===== src/rtl/drop_controller.sv =====
// Falling-piece position controller: spawns a piece, applies gravity and
// horizontal shifts, then runs a lock delay before committing the piece.
module drop_controller #(
  parameter int SIZE       = 16,
  parameter int BOTTOM     = 480,
  parameter int X_MIN      = 240,
  parameter int X_MAX      = 384,
  parameter int SPAWN_X    = 304,
  parameter int SPAWN_Y    = 0,
  parameter int GRAV_TICKS = 25,
  parameter int LOCK_TICKS = 15
) (
  input  logic       clk,
  input  logic       reset,
  input  logic       frame_tick,
  input  logic       spawn,
  input  logic       move_left,
  input  logic       move_right,
  input  logic       soft_drop,
  input  logic       stop,
  output logic [9:0] ref_x,
  output logic [9:0] ref_y,
  output logic       active,
  output logic       lock
);

  localparam int GW = (GRAV_TICKS > 1) ? $clog2(GRAV_TICKS) : 1;
  localparam int LW = (LOCK_TICKS > 1) ? $clog2(LOCK_TICKS) : 1;

  localparam logic [9:0]    L_STEP      = 10'(SIZE);
  localparam logic [9:0]    L_FLOOR     = 10'(BOTTOM - SIZE);
  localparam logic [9:0]    L_LEFT_OK   = 10'(X_MIN + SIZE);
  localparam logic [9:0]    L_RIGHT_OK  = 10'(X_MAX - SIZE);
  localparam logic [9:0]    L_SPAWN_X   = 10'(SPAWN_X);
  localparam logic [9:0]    L_SPAWN_Y   = 10'(SPAWN_Y);
  localparam logic [GW-1:0] L_GRAV_LAST = GW'(GRAV_TICKS - 1);
  localparam logic [LW-1:0] L_LOCK_LAST = LW'(LOCK_TICKS - 1);

  typedef enum logic [1:0] {
    S_IDLE,
    S_FALL,
    S_LOCK_WAIT,
    S_LOCKED
  } state_t;

  state_t          r_state, w_state_nxt;
  logic [GW-1:0]   r_grav_cnt, w_grav_cnt_nxt;
  logic [LW-1:0]   r_lock_cnt, w_lock_cnt_nxt;
  logic [9:0]      r_ref_x, w_ref_x_nxt;
  logic [9:0]      r_ref_y, w_ref_y_nxt;
  logic            r_active, w_active_nxt;
  logic            r_lock, w_lock_nxt;

  logic            w_blocked;
  logic            w_step;
  logic            w_can_move;

  // The floor term keeps ref_y in range even if the detector misses contact.
  assign w_blocked  = stop || (r_ref_y >= L_FLOOR);
  assign w_step     = frame_tick && (soft_drop || (r_grav_cnt == L_GRAV_LAST));
  assign w_can_move = (r_state == S_FALL) || (r_state == S_LOCK_WAIT);

  always_ff @(posedge clk or posedge reset) begin
    if (reset) begin
      r_state    <= S_IDLE;
      r_grav_cnt <= '0;
      r_lock_cnt <= '0;
      r_ref_x    <= L_SPAWN_X;
      r_ref_y    <= L_SPAWN_Y;
      r_active   <= 1'b0;
      r_lock     <= 1'b0;
    end else begin
      r_state    <= w_state_nxt;
      r_grav_cnt <= w_grav_cnt_nxt;
      r_lock_cnt <= w_lock_cnt_nxt;
      r_ref_x    <= w_ref_x_nxt;
      r_ref_y    <= w_ref_y_nxt;
      r_active   <= w_active_nxt;
      r_lock     <= w_lock_nxt;
    end
  end

  always_comb begin
    w_state_nxt    = r_state;
    w_grav_cnt_nxt = r_grav_cnt;
    w_lock_cnt_nxt = r_lock_cnt;
    w_ref_x_nxt    = r_ref_x;
    w_ref_y_nxt    = r_ref_y;
    w_active_nxt   = r_active;
    w_lock_nxt     = 1'b0;

    case (r_state)
      S_IDLE: begin
        if (spawn) begin
          w_ref_x_nxt    = L_SPAWN_X;
          w_ref_y_nxt    = L_SPAWN_Y;
          w_grav_cnt_nxt = '0;
          w_lock_cnt_nxt = '0;
          w_active_nxt   = 1'b1;
          w_state_nxt    = S_FALL;
        end
      end
      S_FALL: begin
        if (w_step) begin
          w_grav_cnt_nxt = '0;
          if (!w_blocked) begin
            w_ref_y_nxt = r_ref_y + L_STEP;
          end else begin
            w_lock_cnt_nxt = '0;
            w_state_nxt    = S_LOCK_WAIT;
          end
        end else if (frame_tick) begin
          w_grav_cnt_nxt = r_grav_cnt + 1'b1;
        end
      end
      S_LOCK_WAIT: begin
        if (frame_tick) begin
          if (!w_blocked) begin
            w_grav_cnt_nxt = '0;
            w_lock_cnt_nxt = '0;
            w_state_nxt    = S_FALL;
          end else if (r_lock_cnt == L_LOCK_LAST) begin
            w_lock_nxt   = 1'b1;
            w_active_nxt = 1'b0;
            w_state_nxt  = S_LOCKED;
          end else begin
            w_lock_cnt_nxt = r_lock_cnt + 1'b1;
          end
        end
      end
      S_LOCKED: begin
        w_state_nxt = S_IDLE;
      end
      default: begin
        w_state_nxt = S_IDLE;
      end
    endcase

    // Conflicting left+right requests cancel each other out.
    if (w_can_move && (move_left ^ move_right)) begin
      if (move_left && (r_ref_x >= L_LEFT_OK)) begin
        w_ref_x_nxt = r_ref_x - L_STEP;
      end else if (move_right && (r_ref_x <= L_RIGHT_OK)) begin
        w_ref_x_nxt = r_ref_x + L_STEP;
      end
    end
  end

  assign ref_x  = r_ref_x;
  assign ref_y  = r_ref_y;
  assign active = r_active;
  assign lock   = r_lock;

endmodule


===== config.mk =====
export PLATFORM = sky130hd
export DESIGN_NAME = drop_controller
export DESIGN_NICKNAME = d
export VERILOG_FILES = /design/src/rtl/drop_controller.sv
export SDC_FILE = /design/constraint.sdc
export NUM_CORES = 1
export LEC_CHECK = 0
export ABC_AREA = 1
export CELL_PAD_IN_SITES_DETAIL_PLACEMENT = 0
export CELL_PAD_IN_SITES_GLOBAL_PLACEMENT = 1
export CORE_ASPECT_RATIO = 1.75
export CORE_MARGIN = 2
export CORE_UTILIZATION = 35
export DETAILED_ROUTE_END_ITERATION = 10
export GPL_ROUTABILITY_DRIVEN = 0
export PLACE_DENSITY = 0.7
export SLEW_MARGIN = 10
export SYNTH_ARGS = -nofsm -noshare
export SYNTH_HDL_FRONTEND = slang
export SYNTH_SLANG_ARGS = --single-unit
export TNS_END_PERCENT = 5

===== constraint.sdc =====
create_clock -name clk -period 4.1 [get_ports clk]
set_input_delay 0.82 -clock clk [delete_from_list [all_inputs] [get_ports clk]]
set_output_delay 0.82 -clock clk [all_outputs]
set_load 0.1 [all_outputs]

==> results.toml, run 1 <==
[detailed_routing]
routed_via_density = 4.54
postRouteAntennaNets = 0
route.met3.wl_um = 116
wl_per_cell_um = 11.8
vias = 1738
top_layer = "met4"
drc = 0
drt_iter0_markers = 61
wl_met1_mm = 1.69
wl_met2_mm = 2.61
wl_mm = 4.50
firstDrtPassIters = 4

[sta]
fmax_mhz = 349
fin_crit_sh_pct = 70.0
setup_violations = 0
rsz0062_at_grt = "false"
fin_setup_tns_ns = 0
finalCriticalPeriod_ns = 2.87
slew_viol_final = 0
whs_ns = 0.521
slew_headroom_pct = 34.6
hold_violations = 0
worst_slew_pin_slew_ns = 0.978
finalClockSkew_ns = 0.00964

[cts]
cts_tree = "done"
post_cts.repair.setup_buffers = 0
cts_sinks = 29
cts_max_level = 2
ctsHoldBuffers = 0
path_clk_slew_ns = 0.06
worstSkewPairLatency_ns = 0.29
cts_buffers = 5
cts_resized = 0
clk_path_buf_depth = 2
root_buffer = "clkbuf_8"

[logic_synthesis]
yosys_most_used_dff = "dfrtp_1"
synth_compound_area_share_pct = 6.02
yosysTopAreaCell = "dfrtp_1"
syn_area_mm2 = 0.00208
yosys.area_share.simple_pct = 36.8
ys_warn_count = 0
synthMuxAreaShare_pct = 0
yosysMostFrequentCell = "nand2_1"
synth_edf_count = 0
synth_top_family_by_area = "simple AND/OR/NAND/NOR gates"
synth.ff_latch_count = 29
synthAdderAreaFrac_pct = 7.82
netlist_instances = 274
yosysSeqAreaShare_pct = 35.1
synth_commonest_cells = "nand2_1 (79), inv_1 (30), dfrtp_1 (26)"
synth_area_leaders = "dfrtp_1 (31%), nand2_1 (14%), ha_1 (7.8%)"
async_flop_share_pct = 100
synth.distinct_cells = 32
avgSynthCellArea_um2 = 7.59
yosysTopAreaCellShare_pct = 31.3
synthXorXnorAreaFrac_pct = 4.63

[global_route]
grt_pass1_vias = 1780
antenna_found_initial = 0
grt_usage_pct = 15.2
grt_pass1_wl_mm = 7.94
grt_max_degree = 30
grt-ovfl-total = 0

[critical_path]
cp-start-kind = "flip-flop"
arrival_ns = 2.05
reg2reg_depth = 10
cp-end-kind = "output port"
cp_slowest_stage_delay_ns = 1.16
crit_end = "ref_x[8]"
cp.required_ns = 3.28
critPathTopFamily = "buffers and inverters"
crit_buf_inv = 1
path_depth = 1
crit_path_cell_trace = "clkdlybuf4s50_1"
worstPathMaxFanout = 8
crit-reg2reg-launch = "r_state[1]"
slowest_stage = "clkdlybuf4s50_1"
r2r-end = "r_lock_cnt[1]"
ff2ff_setup_slack_ns = 2.32
path_class = "flip-flop to output port"
startpoint = "ref_x[8]"

[placement]
portBuffers = 25
dp_hpwl_mm = 3.51

[floorplan]
rows = 37
chipHeight_um = 106
ios = 30
floorplan.initialDensity_pct = 35.6
core_mm2 = 0.00583
die_w_um = 62.3
die_area_mm2 = 0.00660

[power_and_ir_drop]
leakagePower_nw = 1.28
ir_drop_mv = 0.398
power_density_mw_per_mm2 = 674

[final_layout]
antennaDiodeCount = 0
final_core_util_pct = 43.1
layout-drive-gt1-share_pct = 14.4
area_growth_pct = 21.0
nets = 325
n_fill_cell = 637

[run]
drv_cap = 0

[status]
status = "complete, no violations"

[min_path]
hold_class = "flip-flop to flip-flop"
-- layout by cell type (no fill, tap or decap), types with 3 or more instances in the layout --
cell	synthesis	routed
nand2_1	79	79
inv_1	30	30
dfrtp_1	26	26
clkdlybuf4s50_1	0	25
nor2_1	22	22
nand3_1	19	19
ha_1	13	13
inv_2	9	9
xor2_1	8	8
o21ai_0	8	8
nand2_2	6	6
o21ai_1	6	6
a21oi_1	6	6
nand4_1	6	6
clkbuf_8	0	6
nor2_4	4	4
conb_1	1	4
nand3_4	3	3
xnor2_1	3	3
nand3_2	3	3
nor3_1	3	3
dfstp_2	3	3
-- state kept, by name (all words and copies together), names as in the netlist --
register,cells
ref_x,10
r_lock_cnt,4
ref_y,6
lock,1
r_grav_cnt,5
active,1
r_state,2
-- power by group --
| group | internal (mW) | total [mW] | switching (mW) |
|---|---|---|---|
| Combinational | 0.267 | 0.946 | 0.679 |
| Sequential | 0.352 | 0.436 | 0.0840 |
| Clock | 0.198 | 0.315 | 0.117 |
-- cell families (layout without fill, tap and decap cells) --
| logic type | Yosys count | after routing |
|---|---|---|
| and+or+nand+nor | 151 | 151 |
| buffers and inverters | 46 | 74 |
| DFF | 29 | 29 |
| AOI/OAI and AO/OA | 23 | 23 |
| adders and majority gates | 13 | 13 |
| xor gates and xnor gates | 11 | 11 |
| other | 1 | 4 |
-- per-stage QoR --
stage | instances | setup WS [ns] | total power [mW] | instance area (um2)
after global placement | 375 | 1.54 | 1.40 | 2400
after global routing | 383 | 1.18 | 1.83 | 2520
after floorplan | 277 | 1.87 | 1.21 | 2090
after CTS | 383 | 1.23 | 1.72 | 2520
after detailed placement | 375 | 1.54 | 1.40 | 2400
final | 383 | 1.23 | 1.70 | 2520
-- layout make-up --
class                   count  area, um2  area share, %
repair buffers             26        258           10.2
clock buffers               7       86.3           3.43
well taps                  78       97.6           3.88
multi-input cells         202       1160           46.3
clock inverters             1       30.0           1.19
flip-flops and latches     29        729           29.0
inverters                  40        150           5.97
-- per-layer routing --
layer,global-route usage [%],up-vias
li1,-,907
met2,31.1,21
met3,2.33,7
met5,0,-
met1,14.5,803
met4,6.67,0
-- worst min-delay path by stage --
stage | slack, ns | cells after the start | start | endpoint
2_1_floorplan | 0.46 | 2 | r_lock_cnt[3] | r_lock_cnt[3]
3_3_place_gp | 0.50 | 2 | ref_x[1] | ref_x[1]
3_5_place_dp | 0.51 | 2 | r_lock_cnt[3] | r_lock_cnt[3]
4_1_cts | 0.52 | 2 | r_lock_cnt[3] | r_lock_cnt[3]
5_1_grt | 0.56 | 2 | ref_x[5] | ref_x[5]
6_report | 0.52 | 2 | r_grav_cnt[4] | r_grav_cnt[4]
No activity file was read; power rests on OpenSTA's default activity.
==> inputs of run 2 (changes only) <==
==> constraint.sdc (replaced) <==
create_clock -name clk -period 2.7 [get_ports clk]
set_input_delay 0.54 -clock clk [delete_from_list [all_inputs] [get_ports clk]]
set_output_delay 0.54 -clock clk [all_outputs]
set_load 0.1 [all_outputs]
==> results.toml, run 2 (synthesized netlist as in run 1, its figures left out) <==
[placement]
portBuffers = 25
dpl_worst_slack_ns = 0.707
place_area_mm2 = 0.00235
dp_hpwl_mm = 3.58
dp.cells = 375

[power_and_ir_drop]
seq_power_share_pct = 27.4
power_density_mw_per_mm2 = 1000
leakagePower_nw = 1.29
ir_drop_mv = 0.645
comb_power_share_pct = 58.2
intPower_mw = 1.11
netSwitchingFraction_pct = 54.7
p_clk_share_pct = 14.4
p_sw_mw = 1.34

[run]
drv_cap = 0

[floorplan]
core_mm2 = 0.00583
floorplan.initialDensity_pct = 35.6
ios = 30
die_w_um = 62.3
chipHeight_um = 106
die_area_mm2 = 0.00660
rows = 37

[critical_path]
cp.required_ns = 2.16
crit-reg2reg-launch = "r_state[1]"
crit_path_cell_trace = "buf_4"
crit_buf_inv = 1
cp-start-kind = "flip-flop"
critPathTopFamily = "flip-flops"
cp_slowest_stage_delay_ns = 0.63
cp-end-kind = "output port"
ff2ff_setup_slack_ns = 0.92
arrival_ns = 1.24
path_class = "flip-flop to output port"
slowest_stage = "dfstp_2"
startpoint = "ref_x[8]"
worstPathMaxFanout = 8

[detailed_routing]
wl_per_cell_um = 11.9
postRouteAntennaNets = 0
drt_iter0_markers = 52
firstDrtPassIters = 4
vias = 1720
wl_mm = 4.57
routed_via_density = 4.49
drc = 0

[sta]
setup_ws_ns = 0.921
finalClockSkew_ns = 0.0112
fmax_mhz = 562
finalCriticalPeriod_ns = 1.78
fin_setup_tns_ns = 0
setup_violations = 0
fin_crit_sh_pct = 65.9
rsz0062_at_grt = "false"
hold_violations = 0
slew_viol_final = 0

[global_route]
antenna_found_initial = 0
grt_usage_pct = 15.5
grt_pass1_wl_mm = 8.16
grt_max_degree = 30
grt_pass1_vias = 1766
grt-ovfl-total = 0

[final_layout]
layout-drive-gt1-share_pct = 19.7
seq_area_um2 = 729
area_growth_pct = 17.1
final_common_cell = "nand2_1"
n_fill_cell = 640
nets = 325
final_core_util_pct = 41.7
fin_cells = 383
antennaDiodeCount = 0
largest_reg_flops = 10
multiInputGateArea_mm2 = 0.00116
design_area_mm2 = 0.00243
final_cell_mix = "nand2_1 (79), inv_1 (30), dfrtp_1 (26)"

[cts]
cts_buffers = 5
cts_tree = "done"
clk_path_buf_depth = 2
cts_sinks = 29
root_buffer = "clkbuf_8"
cts_resized = 0
ctsHoldBuffers = 0
path_clk_slew_ns = 0.06
worstSkewPairLatency_ns = 0.28
cts_max_level = 2
post_cts.repair.setup_buffers = 0

[status]
status = "complete, no violations"

[min_path]
hold_class = "flip-flop to flip-flop"
min_from = "r_lock_cnt[3]"
run 2: cell types whose count changed in the layout (fill, tap and decap cells not counted):
cell	change
buf_4	+18
bufinv_16	-1
clkbuf_1	+2
clkbuf_8	-1
clkdlybuf4s50_1	-18
run 2: area by class of cell:
class / instances / share of cell area, %
tap: 78 / 4.01
inverter: 40 / 6.17
sequential: 29 / 30.0
clock buffer: 8 / 3.29
multi-input combinational: 202 / 47.8
timing repair buffer: 26 / 8.74
run 2: worst min-delay path: stages (launching register included):
cell	delay, ns
dfrtp_1	0.38
nand2_1	0.06
nand2_1	0.05
run 2: power by group through the flow:
stage | Combinational, mW | Sequential [mW] | Clock [mW]
final | 1.42 | 0.671 | 0.352
after global routing | 1.60 | 0.692 | 0.385
after CTS | 1.45 | 0.675 | 0.367
after detailed placement | 1.44 | 0.680 | 0
after global placement | 1.45 | 0.680 | 0
after floorplan | 0.862 | 0.971 | 0
run 2: final timing paths:
check                                 to  depth (start not counted)
max                             ref_x[8]                          1
min                        r_lock_cnt[3]                          2
max reg2reg                r_lock_cnt[1]                         10
min reg2reg                r_lock_cnt[3]                          2
max in group asynchronous       ref_x[8]                          3
min in group asynchronous  r_grav_cnt[1]                          3
run 2: routing by layer:
metal	global-route usage, %	wire length, um
met2	31.1	2600
met3	2.01	118
met5	0	0
met4	6.83	128
met1	15.5	1720
run 2: metrics by stage:
step	hold WS, ns	power, mW
5_1_grt	0.555	2.67
3_5_place_dp	0.500	2.12
3_3_place_gp	0.497	2.13
2_1_floorplan	0.463	1.83
6_report	0.519	2.45
4_1_cts	0.517	2.49
